File: src/rtl/kernel_loader.sv
// Packs UNITS stream words into one kernel vector and strobes it into the kernel buffer.
// Commit waits for commit_ready, so the buffer never latches a partial set.
module kernel_loader #(
   parameter int DATA_WIDTH = 16,
   parameter int UNITS      = 10,
   parameter int CNT_WIDTH  = 16
) (
   input  logic                        clk,
   input  logic                        rst,
   input  logic [DATA_WIDTH-1:0]       s_data,
   input  logic                        s_valid,
   input  logic                        s_last,
   output logic                        s_ready,
   input  logic                        flush,
   input  logic                        commit_ready,
   output logic [DATA_WIDTH*UNITS-1:0] x_out,
   output logic                        buff_en,
   output logic                        err_len,
   output logic [CNT_WIDTH-1:0]        sets_loaded
);

   localparam int CW = (UNITS > 1) ? $clog2(UNITS) : 1;
   localparam logic [CW-1:0] LAST_IDX = CW'(UNITS - 1);

   typedef enum logic [1:0] {
      FILL   = 2'd0,
      FULL   = 2'd1,
      COMMIT = 2'd2
   } state_t;

   state_t                        state_q, state_d;
   logic [CW-1:0]                 cnt_q, cnt_d;
   logic [DATA_WIDTH*UNITS-1:0]   x_out_q, x_out_d;
   logic                          err_q, err_d;
   logic [CNT_WIDTH-1:0]          sets_q, sets_d;

   always_comb begin
      state_d = state_q;
      cnt_d   = cnt_q;
      x_out_d = x_out_q;
      err_d   = err_q;
      sets_d  = sets_q;
      case (state_q)
         FILL: begin
            // flush takes priority over a word presented in the same cycle
            if (flush) begin
               cnt_d = '0;
            end else if (s_valid) begin
               for (int i = 0; i < UNITS; i++) begin
                  if (cnt_q == CW'(i)) begin
                     x_out_d[i*DATA_WIDTH +: DATA_WIDTH] = s_data;
                  end
               end
               if (cnt_q == LAST_IDX) begin
                  cnt_d   = '0;
                  state_d = FULL;
                  if (!s_last) begin
                     err_d = 1'b1;
                  end
               end else if (s_last) begin
                  cnt_d = '0;
                  err_d = 1'b1;
               end else begin
                  cnt_d = cnt_q + 1'b1;
               end
            end
         end
         FULL: begin
            if (commit_ready) begin
               state_d = COMMIT;
            end
         end
         COMMIT: begin
            sets_d  = sets_q + 1'b1;
            state_d = FILL;
         end
         default: begin
            state_d = FILL;
            cnt_d   = '0;
         end
      endcase
   end

   always_ff @(posedge clk or posedge rst) begin
      if (rst) begin
         state_q <= FILL;
         cnt_q   <= '0;
         x_out_q <= '0;
         err_q   <= 1'b0;
         sets_q  <= '0;
      end else begin
         state_q <= state_d;
         cnt_q   <= cnt_d;
         x_out_q <= x_out_d;
         err_q   <= err_d;
         sets_q  <= sets_d;
      end
   end

   // Handshake outputs decode the state register only; rst masks s_ready while asserted.
   assign s_ready     = (state_q == FILL) && !rst;
   assign buff_en     = (state_q == COMMIT);
   assign x_out       = x_out_q;
   assign err_len     = err_q;
   assign sets_loaded = sets_q;

endmodule
File: config.mk
export PLATFORM = sky130hd
export DESIGN_NAME = kernel_loader
export DESIGN_NICKNAME = d
export VERILOG_FILES = /design/src/rtl/kernel_loader.sv
export SDC_FILE = /design/constraint.sdc
export NUM_CORES = 1
export LEC_CHECK = 0
export CAP_MARGIN = 15
export CORE_MARGIN = 4
export CORE_UTILIZATION = 48
export CTS_CLUSTER_SIZE = 16
export DETAILED_ROUTE_END_ITERATION = 10
export GPL_TIMING_DRIVEN = 0
export HOLD_SLACK_MARGIN = 0.03
export PLACE_DENSITY_LB_ADDON = 0.1
export SYNTH_ARGS = -nofsm -noshare
export SYNTH_HDL_FRONTEND = slang
export SYNTH_SLANG_ARGS = --single-unit
File: constraint.sdc
create_clock -name clk -period 6.78 [get_ports clk]
set_input_delay 1.356 -clock clk [delete_from_list [all_inputs] [get_ports clk]]
set_output_delay 1.356 -clock clk [all_outputs]
set_load 0.02 [all_outputs]
==> summary.md, run 1 <==
| Metric | Value |
|---|---|
| Reg2Reg Setup Slack | about 4.7 ns |
| Mapped Nets | approximately 510 |
| Max_slew headroom | ~58% |
| Clock share of power | between 30% and 40% |
| FF+latch count, synth | between 150 and 200 |
| Tightest Pin Transition | 0.6313 ns |
| Hold Vio Cnt, Final | 0 |
| DRT antenna net count | 0 |
| F_max | approximately 0.25 GHz |
| Clk slew on worst S/H paths | ~0.06 ns |
| CTS tree | yes |
| CTS Buffer Depth | 2 |
| WP data required | roughly 5.4 ns |
| Ys flop type | dfrtp_1 |
| WL per Instance | between 15 and 20 um |
| GP Congestion | between 0.8 and 0.9 |
| # clock sinks | between 150 and 200 |
| Syn Std Cell Area | around 0.0074 mm2 |
| Gr ovfl total | 0 |
| Final core occ | 66.78% |
| Clock Latency Late Sink | about 0.42 ns |
| Initial DRC Count | 151 |
| Cells after DPL | approximately 850 |
| Power share of the combinational group | about a quarter |
| Initial antenna violation count | 0 |
| Hold WS | 0.4657 ns |
| Worst-path fanout max | 2 |
| Dpl hpwl | approximately 12 mm |
| Core area | ~0.015 mm2 |
| Number of diodes | 0 |
| Worst path arrival time | 2.63 ns |
| # nets final | approximately 710 |
| Type of the tightest min-delay check | reg -> reg |
| Sequential power share | around 42% |
| Drt first pass iters | 4 |
| Net Switching | roughly 0.00094 W |
| Crit. End Element | primary output |
| Vias in the first global route | between 4000 and 5000 |
| First-pass GRT wire length | 27.33 mm |
| Commonest non-fill, non-tap cell in the layout | clkdlybuf4s50_1 |
| P_int | 0.002252 W |
| Power Density | between 300 and 400 mW/mm2 |
| Largest net degree at the start of global routing | about 110 |
| Vias | 4524 |
| Netlist cell types | 42 |
| Cell Count, Final, Fillers Out | ~880 |
| Initial core utilization | slightly below 50% |
| Sequential share of the synthesized area | about 62% |
| Area grow syn2layout | 36.51% |
| Die H | about 130 um |
| Setup bufs post-CTS | 0 |
| Setup violators final | 0 |
| Syn_area_per_cell | around 16 um2 |
| Most frequent cells in the layout | 184 x clkdlybuf4s50_1, 183 x dfrtp_1, 145 x mux2_2, 17 x mux2_4, 17 x clkbuf_16 |
| # hold bufs at CTS | 0 |
| DRC | 0 |
| Worst setup SP type | input pin |
| Fraction of layout cells with a size suffix above 1 | 33.00% |
| Global-route usage over all layers | around a fifth |
| Num ports | about 200 |
| Die Area | approximately 0.018 mm2 |
| Rows | 45 |
| Post-CTS Resized | 0 |
| CTS HTree Levels | 4 |
| Synth Instances | ~470 |
| Tmin final | ~4 ns |
| CTS buffer count | 17 |
| Sw Share | between 20 and 30% |
| Post-synth EDFFs | 0 |
| Leakage | around 4.8 nW |
| RSZ-0062 raised after global routing | false |
| Root buf cell | clkbuf_16 |
| DR vias/cell | around 5 |
| Status | finished clean |
| Final WL | between 15 and 20 mm |
| Max cap viols | 0 |
| Final worst path period share | between 50% and 60% |
| I/O Buffers | 184 |
| CP Class | in -> out |
| VDD IR max | approximately 0.27 mV |
| Ys async rst share | 100.0% |
| Die X | approximately 130 um |
| Ys Warns | 0 |
| Clock Skew | approximately 0.0037 ns |
| Final Max Slew Viols | 0 |
-- per-layer routing --
layer | global-route usage, % | vias to the layer above | wire length, um
li1 | - | 2054 | -
met1 | 24.47 | 2300 | 7153
met2 | 33.27 | 153 | 8485
met3 | 7.414 | 17 | 1201
met4 | 5.254 | 0 | 239
met5 | 0 | - | 0
-- path summary, 6_finish.rpt --
path                                 start              end  cells after the start
setup reg to reg                state_q[0]       x_out[134]                      9
hold / removal             sets_loaded[15]  sets_loaded[15]                      1
max in group asynchronous              rst       x_out[156]                      3
setup / recovery                       rst          s_ready                      3
min in group asynchronous              rst   sets_loaded[1]                      2
hold reg to reg            sets_loaded[15]  sets_loaded[15]                      1
-- worst max-delay path, cell delays in order --
cell	delay [ns]
clkdlybuf4s50_1	0.51
nor2b_1	0.14
clkdlybuf4s50_1	0.61
-- cells in the mapped netlist, types with 4 or more instances --
cell type	instances	area, um2
mux2_4	17	255.2
mux2_2	145	1633
nand2_1	7	26.28
xor2_1	5	43.79
ha_1	9	112.6
buf_6	12	135.1
inv_1	10	37.54
nand4_1	6	37.54
nor2_1	6	22.52
buf_1	16	60.06
dfrtp_1	183	4579
xnor2_1	11	96.34
nor2b_1	4	25.02
-- area by class of cell --
| cell class | count | area (um2) |
|---|---|---|
| timing repair buffer | 185 | 1869 |
| sequential | 183 | 4579 |
| fill | 1126 | 5050 |
| clock inverter | 10 | 118.9 |
| clock buffer | 22 | 484.2 |
| multi-input combinational | 246 | 2557 |
| buffer | 35 | 262.8 |
| tap | 188 | 235.2 |
| inverter | 10 | 45.04 |
-- flip-flops by register name, summed over array words and instances, names as in the netlist --
register	cells
x_out	160
sets_loaded	16
cnt_q	4
state_q	2
err_len	1
-- stage by stage --
| stage | setup WS, ns | setup TNS, ns | cell area (um2) | total power (W) |
|---|---|---|---|---|
| after floorplan | 0.4520 | 0 | 7437 | 0.001813 |
| after global placement | -1.702 | -309.35 | 9514 | 0.002194 |
| after detailed placement | 2.785 | 0 | 9549 | 0.002226 |
| after CTS | 2.785 | 0 | 10150 | 0.003224 |
| after global routing | 2.712 | 0 | 10150 | 0.003335 |
| final | 2.796 | 0 | 10150 | 0.003192 |
-- power by group through the flow --
| stage | clock network [W] | registers (W) | logic, W |
|---|---|---|---|
| 6_report | 0.000995 | 0.00135 | 0.000847 |
| 5_1_grt | 0.00107 | 0.00137 | 0.000898 |
| 4_1_cts | 0.00101 | 0.00135 | 0.000860 |
| 3_5_place_dp | 0 | 0.00137 | 0.000857 |
| 3_3_place_gp | 0 | 0.00136 | 0.000835 |
| 2_1_floorplan | 0 | 0.00153 | 0.000285 |
-- kinds of logic (layout without fill, tap and decap cells) --
kind of cell | count (synthesis) | in the layout | synth area share (%)
flops | 183 | 183 | 61.57
mux | 163 | 163 | 25.54
simple gates | 46 | 46 | 4.307
buf+inv | 45 | 262 | 4.038
xor+xnor | 16 | 16 | 1.884
compound gates | 12 | 12 | 1.144
fa+ha+maj | 9 | 9 | 1.514
(Power assumes the default switching activity.)
==> run 2, diff against run 1 <==
--- a/config.mk
+++ b/config.mk
@@ -7,7 +7,7 @@
 export LEC_CHECK = 0
 export CAP_MARGIN = 15
 export CORE_MARGIN = 4
-export CORE_UTILIZATION = 48
+export CORE_UTILIZATION = 44
 export CTS_CLUSTER_SIZE = 16
 export DETAILED_ROUTE_END_ITERATION = 10
 export GPL_TIMING_DRIVEN = 0
==> constraint.sdc (replaced) <==
create_clock -name clk -period 3.66 [get_ports clk]
set_input_delay 0.732 -clock clk [delete_from_list [all_inputs] [get_ports clk]]
set_output_delay 0.732 -clock clk [all_outputs]
set_load 0.02 [all_outputs]
==> run 2 against run 1 <==
Compared with the run above:
- sequential cell count unchanged
- final area is 0.95% higher
- via count grew 0.31%
- global-route usage shrank 1.2 points
- routed wire length grew 1.5%
- critical path depth is the same
- power increased by 84%
- largest cell class unchanged
==> summary.md, run 2 (synthesized netlist as in run 1, its figures left out) <==
| Metric | Value |
|---|---|
| Met3 wire len | 1.095 mm (was 1.201 mm) |
| Max FFs per register | 160 (unchanged) |
| Worst setup SP type | input pin (unchanged) |
| Gr ovfl total | 0 (unchanged) |
| CTS Buffer Depth | 2 (unchanged) |
| Post-Layout Inst Area | 0.01025 mm2 (was 0.01015 mm2) |
| Die Area | 0.01905 mm2 (was 0.01755 mm2) |
| # hold bufs at CTS | 0 (unchanged) |
| Multi-input logic area | 0.002557 mm2 (unchanged) |
| Die X | 138.0 um (was 132.5 um) |
| VDD IR max | 0.3671 mV (was 0.2746 mV) |
| Initial DRC Count | 135 (was 151) |
| Final WL | 17.34 mm (was 17.08 mm) |
| Worst-path fanout max | 2 (unchanged) |
| CP Class | in -> out (unchanged) |
| WP data required | 2.93 ns (was 5.42 ns) |
| Crit. End Element | primary output (unchanged) |
| Tightest Pin Transition | 0.6175 ns (was 0.6313 ns) |
| Initial antenna violation count | 0 (unchanged) |
| Reg2Reg Setup Slack | 1.59 ns (was 4.67 ns) |
| Type of the tightest min-delay check | reg -> reg (unchanged) |
| Most frequent cells in the layout | 184 x clkdlybuf4s50_1, 183 x dfrtp_1, 145 x mux2_2, 17 x mux2_4, 17 x clkbuf_16 (unchanged) |
| DR vias/cell | 4.960 (was 5.147) |
| Root buf cell | clkbuf_16 (unchanged) |
| Dpl hpwl | 12.95 mm (was 12.49 mm) |
| Met1 WL | 7.441 mm (was 7.153 mm) |
| Clock Latency Late Sink | 0.43 ns (was 0.42 ns) |
| Pre-CTS WS | 1.004 ns (was 2.785 ns) |
| Vias | 4538 (was 4524) |
| CTS tree | yes (unchanged) |
| Number of diodes | 0 (unchanged) |
| Dpl cell area | 0.009666 mm2 (was 0.009549 mm2) |
| Rows | 47 (was 45) |
| Depth of the worst hold-timing path | 1 (unchanged) |
| Sequential cell area | 0.004579 mm2 (unchanged) |
| Final Max Slew Viols | 0 (unchanged) |
| Cell Chain, Critical Path | clkdlybuf4s50_1, nor2b_1, clkdlybuf4s50_1 (unchanged) |
| Worst flop-to-flop path startpoint | state_q[1] (was state_q[0]) |
| CTS buffer count | 17 (unchanged) |
| Hold path endpoint | sets_loaded[15] (unchanged) |
| Max cap viols | 0 (unchanged) |
| Status | finished clean (unchanged) |
| First-pass GRT wire length | 28.43 mm (was 27.33 mm) |
| Post-route setup slack | 1.009 ns (was 2.796 ns) |
| RSZ-0062 raised after global routing | false (unchanged) |
| R2r endpoint | x_out[87] (was x_out[134]) |
| # nets final | 713 (was 709) |
| Min-delay src | sets_loaded[15] (unchanged) |
| Slowest-stage cell, CP | clkdlybuf4s50_1 (unchanged) |
| WL per Instance | 18.95 um (was 19.43 um) |
| GP Congestion | 0.7920 (was 0.8150) |
| Core area | 0.01658 mm2 (was 0.01520 mm2) |
| DRT antenna net count | 0 (unchanged) |
| Clock Skew | 0.007545 ns (was 0.003697 ns) |
| Die H | 138.0 um (was 132.5 um) |
| Fraction of layout cells with a size suffix above 1 | 33.38% (was 33.00%) |
| Total negative slack | 0 ns (unchanged) |
| Leakage | 4.778 nW (was 4.750 nW) |
| CTS HTree Levels | 4 (unchanged) |
| Wire length on met2 | 8.414 mm (was 8.485 mm) |
| Power Density | 572.9 mW/mm2 (was 314.4 mW/mm2) |
| Drt first pass iters | 4 (unchanged) |
| Max_slew headroom | 58.74% (was 57.92%) |
| Final worst path period share | slightly above 70% |
| DRC | 0 (unchanged) |
| # clock sinks | 183 (unchanged) |
| Setup violators final | 0 (unchanged) |
| Tmin final | between 2 and 3 ns |
| Global-route usage over all layers | 18.72% (was 19.88%) |
| Num ports | 201 (unchanged) |
| R2R cell count | 9 (unchanged) |
| Worst path arrival time | 1.92 ns (was 2.63 ns) |
| Clk slew on worst S/H paths | 0.07 ns (was 0.06 ns) |
| I/O Buffers | 184 (unchanged) |
| Vias in the first global route | 5005 (was 4871) |
| Hold Vio Cnt, Final | 0 (unchanged) |
| Cells after DPL | 883 (was 847) |
| Area grow syn2layout | 37.80% (was 36.51%) |
| Setup bufs post-CTS | 0 (unchanged) |
| Fillers | 1281 (was 1126) |
| Initial core utilization | 44.85% (was 48.92%) |
| F_max | between 0.3 and 0.4 GHz |
| Top sig layer | met4 (unchanged) |
| Final core occ | 61.80% (was 66.78%) |
| Most common cell on crit path | clkdlybuf4s50_1 (unchanged) |
| Commonest non-fill, non-tap cell in the layout | clkdlybuf4s50_1 (unchanged) |
| Largest net degree at the start of global routing | 45 (was 106) |
| Post-CTS Resized | 0 (unchanged) |
| Max incr delay on CP | 0.61 ns (about the same) |
| Cell Count, Final, Fillers Out | 915 (was 879) |
run 2: changes by cell type in the layout (fill, tap and decap cells not counted):
cell | before | now
buf_12 | 2 | 6
bufinv_16 | 2 | 1
clkbuf_8 | 4 | 3
clkinv_2 | 2 | 1
clkinv_4 | 2 | 4
clkinvlp_4 | 3 | 2
inv_6 | 1 | 4
inv_8 | 1 | 0
run 2: worst max path at each step:
| stage | start | end | depth (start not counted) |
|---|---|---|---|
| 2_1_floorplan | rst | cnt_q[0] | 1 |
| 3_3_place_gp | rst | x_out[86] | 2 |
| 3_5_place_dp | rst | s_ready | 3 |
| 4_1_cts | state_q[1] | s_ready | 4 |
| 5_1_grt | state_q[0] | s_ready | 4 |
| 6_report | rst | s_ready | 3 |
run 2: critical path: cells and delay by family:
family	cells	cell delay [ns]
AND/OR/NAND/NOR	1	0.12
buffers and inverters	2	1.07
run 2: power by group:
group	internal, W	total (W)	switching, W
Combinational	0.000790	0.00157	0.000783
Clock	0.00100	0.00180	0.000794
Sequential	0.00231	0.00250	0.000192
Total	0.00410	0.00587	0.00177
run 2: cell type report:
class	count	area share, %
Sequential cell	183	44.68
Multi-Input combinational cell	246	24.95
Timing Repair Buffer	189	19.02
Clock buffer	21	4.590
Tap cell	220	2.686
Buffer	35	2.564
Clock inverter	11	1.099
Inverter	10	0.4029
run 2: through the flow:
stage                     hold slack, ns  power, W
final                             0.4720  0.005871
after global routing              0.4873  0.006148
after CTS                         0.4752  0.005950
after detailed placement          0.4659  0.004133
after global placement            0.4587  0.004076
after floorplan                   0.4935  0.003358
run 2: layer usage:
layer / vias up / track usage [%]
met3: 29 / 6.112
met5: - / 0
li1: 2081 / -
met4: 0 / 6.656
met2: 146 / 30.45
met1: 2282 / 23.64
==> run 3, diff against run 2 <==
==> constraint.sdc (replaced) <==
create_clock -name clk -period 2.2 [get_ports clk]
set_input_delay 0.44 -clock clk [delete_from_list [all_inputs] [get_ports clk]]
set_output_delay 0.44 -clock clk [all_outputs]
set_load 0.02 [all_outputs]
==> run 3 against run 2 <==
Compared with the run above:
- via count unchanged
- utilization is essentially flat
- final area hardly changed
- routed wire length barely moved
- sequential cell count stayed put
- sequential power grew 66%
- global-route usage stayed put
- register-to-register slack got worse by 1.5 ns
- worst setup slack worse by 0.89 ns
- worst hold slack worse by 0.0054 ns
- sequential share of layout area about the same
- critical path type is now reg -> out
==> summary.md, run 3 (synthesized netlist as in run 1, its figures left out) <==
| Metric | Value |
|---|---|
| Most frequent cells in the layout | 183 x dfrtp_1, 182 x clkdlybuf4s50_1, 145 x mux2_2, 17 x mux2_4, 17 x clkbuf_16 (was 184 x clkdlybuf4s50_1, 183 x dfrtp_1, 145 x mux2_2, 17 x mux2_4, 17 x clkbuf_16) |
| DRT antenna net count | 0 (unchanged) |
| Final WL | 17.35 mm (was 17.34 mm) |
| Drt first pass iters | 4 (unchanged) |
| I/O Buffers | 184 (unchanged) |
| Largest net degree at the start of global routing | 45 (unchanged) |
| Crit path from | state_q[1] (was rst) |
| Number of diodes | 0 (unchanged) |
| Max_slew headroom | 58.67% (was 58.74%) |
| Power Density | 952.4 mW/mm2 (was 572.9 mW/mm2) |
| Die X | 138.0 um (unchanged) |
| Type of the tightest min-delay check | in -> async (was reg -> reg) |
| VDD IR max | 0.6108 mV (was 0.3671 mV) |
| Die Area | 0.01905 mm2 (unchanged) |
| CTS tree | yes (unchanged) |
| Worst-path fanout max | 3 (was 2) |
| Initial core utilization | 44.85% (unchanged) |
| Top sig layer | met4 (unchanged) |
| Clock share of power | 30.7% (was 30.6%) |
| Max incr delay on CP | 0.39 ns (was 0.61 ns) |
| GP Congestion | 0.7920 (unchanged) |
| Clk slew on worst S/H paths | 0.06 ns (was 0.07 ns) |
| Die H | 138.0 um (unchanged) |
| Vias in the first global route | 5005 (unchanged) |
| R2r endpoint | x_out[87] (unchanged) |
| Final worst path period share | 94.41% |
| Cell Chain, Critical Path | inv_1, ha_1, nor2b_1, dlygate4sd2_1 (was clkdlybuf4s50_1, nor2b_1, clkdlybuf4s50_1) |
| Area grow syn2layout | 37.82% (was 37.80%) |
| Sw Share | 30.15% (was 30.14%) |
| Worst setup SP type | register (was input pin) |
| RSZ-0062 raised after global routing | false (unchanged) |
| Met1 WL | 7.444 mm (was 7.441 mm) |
| Max cap viols | 0 (unchanged) |
| Initial antenna violation count | 0 (unchanged) |
| CP Class | reg -> out (was in -> out) |
| F_max | a little under 0.5 GHz |
| R2R cell count | 9 (unchanged) |
| Hold Vio Cnt, Final | 0 (unchanged) |
| Dpl hpwl | 12.95 mm (unchanged) |
| Max FFs per register | 160 (unchanged) |
| CTS HTree Levels | 4 (unchanged) |
| Commonest non-fill, non-tap cell in the layout | dfrtp_1 (was clkdlybuf4s50_1) |
| # clock sinks | 183 (unchanged) |
| Met3 wire len | 1.095 mm (unchanged) |
| WL per Instance | 18.96 um (was 18.95 um) |
| Net Switching | 0.002944 W (was 0.001770 W) |
| Tmin final | 2.077 ns |
| Rows | 47 (unchanged) |
| Fraction of layout cells with a size suffix above 1 | 33.38% (unchanged) |
| Global-route usage over all layers | 18.72% (unchanged) |
| Post-route setup slack | 0.1229 ns (was 1.009 ns) |
| Leakage | 4.797 nW (was 4.778 nW) |
| Num ports | 201 (unchanged) |
| DR vias/cell | 4.960 (unchanged) |
| Worst path arrival time | 1.64 ns (was 1.92 ns) |
| Gr ovfl total | 0 (unchanged) |
| Reg2Reg Setup Slack | 0.13 ns (was 1.59 ns) |
| CTS buffer count | 17 (unchanged) |
| Wire length on met2 | 8.415 mm (was 8.414 mm) |
| Final Max Slew Viols | 0 (unchanged) |
| Initial DRC Count | 135 (unchanged) |
| Slowest-stage cell, CP | dfrtp_1 (was clkdlybuf4s50_1) |
| Clock Skew | 0.007536 ns (was 0.007545 ns) |
| Tightest Pin Transition | 0.6186 ns (was 0.6175 ns) |
| Core area | 0.01658 mm2 (unchanged) |
| # hold bufs at CTS | 0 (unchanged) |
| P_int | 0.006818 W (was 0.004102 W) |
| First-pass GRT wire length | 28.43 mm (unchanged) |
| Setup bufs post-CTS | 0 (unchanged) |
| Crit. End Element | primary output (unchanged) |
| Power share of the combinational group | 26.7% (was 26.8%) |
| Root buf cell | clkbuf_16 (unchanged) |
| Clock Latency Late Sink | 0.43 ns (about the same) |
| DRC | 0 (unchanged) |
| Status | finished clean (unchanged) |
| Worst flop-to-flop path startpoint | state_q[1] (unchanged) |
| CTS Buffer Depth | 2 (unchanged) |
| Setup violators final | 0 (unchanged) |
| Pre-CTS WS | -0.1493 ns (was 1.004 ns) |
| # nets final | 713 (unchanged) |
| WP data required | 1.76 ns (was 2.93 ns) |
| Overall Power | 0.009762 W (was 0.005871 W) |
| Vias | 4538 (unchanged) |
| Sequential power share | 42.6% (about the same) |
-- run 3: cell types whose count changed in the layout (fill, tap and decap cells not counted), sizes merged --
| cell | delta |
|---|---|
| dlygate4sd2 | +1 |
| dlymetal6s2s | +1 |
| clkdlybuf4s50 | -2 |
-- run 3: area by class of cell --
type                    instances  area (um2)
fillers                      1283        6334
flip-flops and latches        183        4579
multi-input cells             246        2557
repair buffers                189        1951
clock buffers                  21       470.5
well taps                     220       275.3
plain buffers                  35       262.8
clock inverters                11       112.6
inverters                      10       41.29
-- run 3: power groups by stage --
stage	combinational [W]	clock, W	sequential, W
floorplan	0.000878	0	0.00471
global placement	0.00258	0	0.00420
detailed placement	0.00266	0	0.00422
CTS	0.00266	0.00307	0.00416
global route	0.00280	0.00321	0.00421
finish	0.00261	0.00299	0.00416
-- run 3: per-stage QoR --
step           hold WS (ns)  area (um2)  cells  utilization (%)  TNS, ns
6_report             0.4666       10250    915            61.81        0
5_1_grt              0.4873       10250    915            61.81        0
4_1_cts              0.4723       10250    915            61.79        0
3_5_place_dp         0.4659        9666    883            58.28   -7.499
3_3_place_gp         0.4587        9558    878            57.64  -365.85
2_1_floorplan        0.4935        7441    474                -  -108.07
-- run 3: how the worst max path moves through the flow --
stage / depth (start not counted) / to / slack [ns]
after floorplan: 1 / cnt_q[0] / -0.59
after global placement: 2 / x_out[86] / -1.98
after detailed placement: 8 / x_out[87] / -0.15
after CTS: 3 / buff_en / 0.01
after global routing: 9 / x_out[87] / 0.007
final: 4 / s_ready / 0.12
-- run 3: critical path, delay by kind of cell, from the launching register on --
| family | cells | cell delay, ns |
|---|---|---|
| adders and majority gates | 1 | 0.24 |
| buffers and inverters | 2 | 0.44 |
| and+or+nand+nor | 1 | 0.14 |
| DFF | 1 | 0.39 |
-- run 3: per-layer routing --
layer / up-vias / global-route usage [%]
met5: - / 0
met4: 0 / 6.656
met3: 29 / 6.112
met2: 146 / 30.45
met1: 2282 / 23.64
li1: 2081 / -
-- run 3: repair_timing --
| item | CTS | global route |
|---|---|---|
| gates cloned | 0 | 0 |
| endpoints found under the setup margin | 1 | 1 |
| gates resized for setup | 1 | 1 |
| pin swaps | 0 | 0 |
